--- config.mk ---
export PLATFORM = sky130hd
export DESIGN_NAME = demux_dsr
export DESIGN_NICKNAME = d
export VERILOG_FILES = /design/src/rtl/demux_dsr.sv
export SDC_FILE = /design/constraint.sdc
export NUM_CORES = 1
export LEC_CHECK = 0
export CORE_MARGIN = 5
export CORE_UTILIZATION = 35
export DETAILED_ROUTE_END_ITERATION = 16
export GPL_ROUTABILITY_DRIVEN = 0
export MAX_ROUTING_LAYER = met4
export PLACE_DENSITY = 0.68
export SLEW_MARGIN = 15
export SYNTH_ARGS = -nofsm -noshare
export SYNTH_HDL_FRONTEND = slang
export SYNTH_SLANG_ARGS = --single-unit
--- constraint.sdc ---
create_clock -name clk -period 2.1 [get_ports clk]
set_input_delay 0.42 -clock clk [delete_from_list [all_inputs] [get_ports clk]]
set_output_delay 0.42 -clock clk [all_outputs]
set_load 0.05 [all_outputs]
--- src/rtl/demux_dsr.sv ---
// demux_dsr: deserializing demultiplexer, W_DW-bit words assembled into an N_LN-lane double-buffered bus
module demux_dsr #(
  parameter int W_DW = 6,
  parameter int N_SEL = 2,
  localparam int N_LN = 2 ** N_SEL
) (
  input  logic                   clk,
  input  logic                   rst,
  input  logic                   i_clear,
  input  logic                   i_valid,
  input  logic [W_DW-1:0]        i_data,
  output logic                   o_ready,
  output logic [N_SEL-1:0]       o_lane,
  output logic                   o_valid,
  output logic [N_LN*W_DW-1:0]   o_bus,
  input  logic                   i_ready
);
  logic [N_LN-1:0][W_DW-1:0] asm, asm_nxt, out_reg;
  logic [N_SEL-1:0] ptr;
  logic asm_full, accept, last, out_free, load_held;
  assign o_ready = ~asm_full & ~i_clear;
  assign o_lane = ptr;
  assign o_bus = out_reg;
  assign accept = i_valid & o_ready;
  assign last = accept & (&ptr);
  assign out_free = ~o_valid | i_ready;
  assign load_held = asm_full & out_free & ~i_clear;
  // assembly register with the incoming word merged into the current lane
  always_comb begin
    asm_nxt = asm;
    asm_nxt[ptr] = i_data;
  end
  // frame state: write pointer, waiting-frame flag and output stage
  always_ff @(posedge clk or negedge rst)
    if (!rst) begin
      asm <= '0;
      out_reg <= '0;
      ptr <= '0;
      asm_full <= 1'b0;
      o_valid <= 1'b0;
    end else begin
      if (accept) asm <= asm_nxt;
      ptr <= i_clear ? '0 : ptr + N_SEL'(accept);
      asm_full <= ~i_clear & ~out_free & (asm_full | last);
      if (last & out_free) out_reg <= asm_nxt;
      else if (load_held) out_reg <= asm;
      o_valid <= (last & out_free) | load_held | (o_valid & ~i_ready);
    end
endmodule
==> impl_metrics.yaml <==
timing:
  rsz0062_at_grt: "no"
  hold_viol_final: 0
  setup-violations-final: 0
  worst_pin_slew_ps: 543
  timing.fmax_mhz: 519
  maxSlewHeadroom_pct: 63.8
  clock_skew_ps: 5.28
  fin_crit_sh_pct: 91.8
  timing.hold.ws_ps: 101
  drv_slew: 0
  period_needed_ps: 1930
  final.setup.tns_ps: 0
setup_path:
  regToRegSetupSlack_ps: 420
  timing.rr.end: "o_bus[11]"
  crit-reg2reg-launch: "o_lane[0]"
  crit_chain: "clkdlybuf4s50_1"
  crit_path_end: "o_bus[18]"
  path_depth: 1
  worstSetupStartpointType: "register"
  crit_fanout: 2
  reg2reg_depth: 4
  crit_start: "o_bus[18]"
  crit_type: "register to output port"
  cp-end-kind: "output port"
  critPathArrivalTime_ps: 1510
  crit_required_ps: 1680
  slowest_stage: "clkdlybuf4s50_1"
  crit_family: "buffers and inverters"
  critical_path_buf_inv_count: 1
  crit_path_max_incr_delay_ps: 820
power_and_ir_drop:
  irDropWorstVdd_mv: 0.470
  p_leak_nw: 1.18
  powerDensity_mw_per_mm2: 1050
drt:
  vias: 1252
  via_per_inst: 4.99
  drt_iter0_drc: 59
  drc: 0
  wl_mm: 4.27
  ant_nets: 0
  dr.pass1.iters: 4
  routed_wire_length_per_instance_um: 17.0
synth:
  synth_top_area_share_pct: 60.7
  synth_area_leaders: "dfrtp_1 61%, mux2_2 22%, o221a_2 3.2%, or4b_1 2.3%, buf_6 1.6%"
  synth.cell_area_mm2: 0.00214
  yosys_warnings: 0
  yosysMostFrequentCell: "dfrtp_1"
  ys.flop_type: "dfrtp_1"
  synth_area_leader_cell: "dfrtp_1"
  synthTopCellsByCount: "52 x dfrtp_1, 42 x mux2_2, 6 x o221a_2"
  synth.avg_cell_area_um2: 16.2
  synthCells: 132
  synth_seq_cells: 52
  async_reset_ff_share_pct: 100
  synth-edff-count: 0
  synth_nets: 143
  yosysSeqAreaShare_pct: 60.7
  synth.distinct_cells: 24
clock_network:
  cts_buffers: 5
  clk_pin_slew_ps: 90
  clockBufferDepth: 2
  htreeDepth: 2
  cts_tree: "built"
  clk_latency_ps: 290
  ctsResizeCount: 0
  post-cts-setup-buffer-count: 0
  clock-sinks: 52
  root_buffer: "clkbuf_8"
  hold_buffers: 0
status:
  status: "finished, final reports clean"
final_layout:
  syn_to_final_growth_pct: 27.4
  final_cell_area_mm2: 0.00273
  antenna_cells: 0
  post-route-util_pct: 46.1
  final_cells: 251
  final_nets: 186
  drive_gt1_share_pct: 41.5
placement:
  hpwl_mm: 3.23
  place_area_mm2: 0.00264
  io_buffers: 38
  place_inst: 243
floorplan:
  dieHeight_um: 88.3
  initial_core_util_pct: 36.2
  ios: 39
  dieWidth_um: 88.3
  design.core.area_mm2: 0.00592
  dieArea_mm2: 0.00779
  rows: 28
global_route:
  grt_antenna_before_repair: 0
  grt_busiest_layer: "met2"
  gr-usage-all-layers_pct: 12.9
  gr-usage-met1_pct: 15.4
  grt_max_degree: 31
  met2_usage_pct: 22.0
  use_met3_pct: 2.33
  grt_first_pass_wirelength_mm: 7.51
  grt_pass1_vias: 1413
  grt_overflow: 0
flow_run:
  cap_violations: 0
hold_path:
  worstHoldPathType: "primary input to async pin"
logic make-up after synthesis:
logic type      synth area share [%]
flops                           60.7
xor+xnor                       0.817
mux                             22.1
simple gates                    9.46
compound gates                  4.38
buf+inv                         2.57
stage by stage:
stage / worst slack, ps / power [W]
after floorplan: 210 / 0.00197
after global placement: 23.7 / 0.00229
after detailed placement: -23.9 / 0.00234
after CTS: 148 / 0.00292
after global routing: 124 / 0.00303
final: 172 / 0.00287
sequential cells by signal, summed over array words and instances, names as in the netlist:
name      cells
asm          24
o_bus        24
o_lane        2
asm_full      1
o_valid       1
placed cells by master, fill, tap and decap left out, drive strengths merged, types with 2 or more instances in the layout:
cell,Yosys,routed
mux2,42,42
nor2,3,3
buf,6,9
nand3b,3,3
nor3,2,2
or4b,6,6
clkbuf,1,7
clkdlybuf4s50,0,34
dfrtp,52,52
nand2b,2,2
xor2,2,2
o221a,6,6
layout make-up:
| type | count | area (um^2) |
|---|---|---|
| Clock buffer | 7 | 86.3 |
| Clock inverter | 1 | 7.51 |
| Fill cell | 520 | 3190 |
| Multi-Input combinational cell | 73 | 787 |
| Sequential cell | 52 | 1300 |
| Tap cell | 75 | 93.8 |
| Timing Repair Buffer | 43 | 455 |
power by group:
part	leakage (nW)	total, W	internal [W]	switching (W)
registers	0.677	0.00137	0.00124	0.000134
logic	0.463	0.000930	0.000391	0.000539
clock network	0.0445	0.000570	0.000268	0.000302
total	1.18	0.00287	0.00190	0.000975
how the worst min path moves through the flow:
| stage | from | to | slack, ps | depth (start not counted) |
|---|---|---|---|---|
| after floorplan | rst | asm[0] | 120 | 0 |
| after detailed placement | rst | o_bus[15] | 430 | 1 |
| after CTS | rst | asm[20] | 100 | 1 |
| after global placement | rst | o_bus[16] | 410 | 1 |
| final | rst | asm[16] | 100 | 1 |
| after global routing | rst | asm[16] | 130 | 1 |
layer usage:
layer  up-vias  part of all wire (%)
met5         -                     0
li1        566                     -
met4         0                  0.96
met3         2                   4.2
met1       657                    42
met2        27                    52
Note: power is estimated with default switching activity, not from simulation.
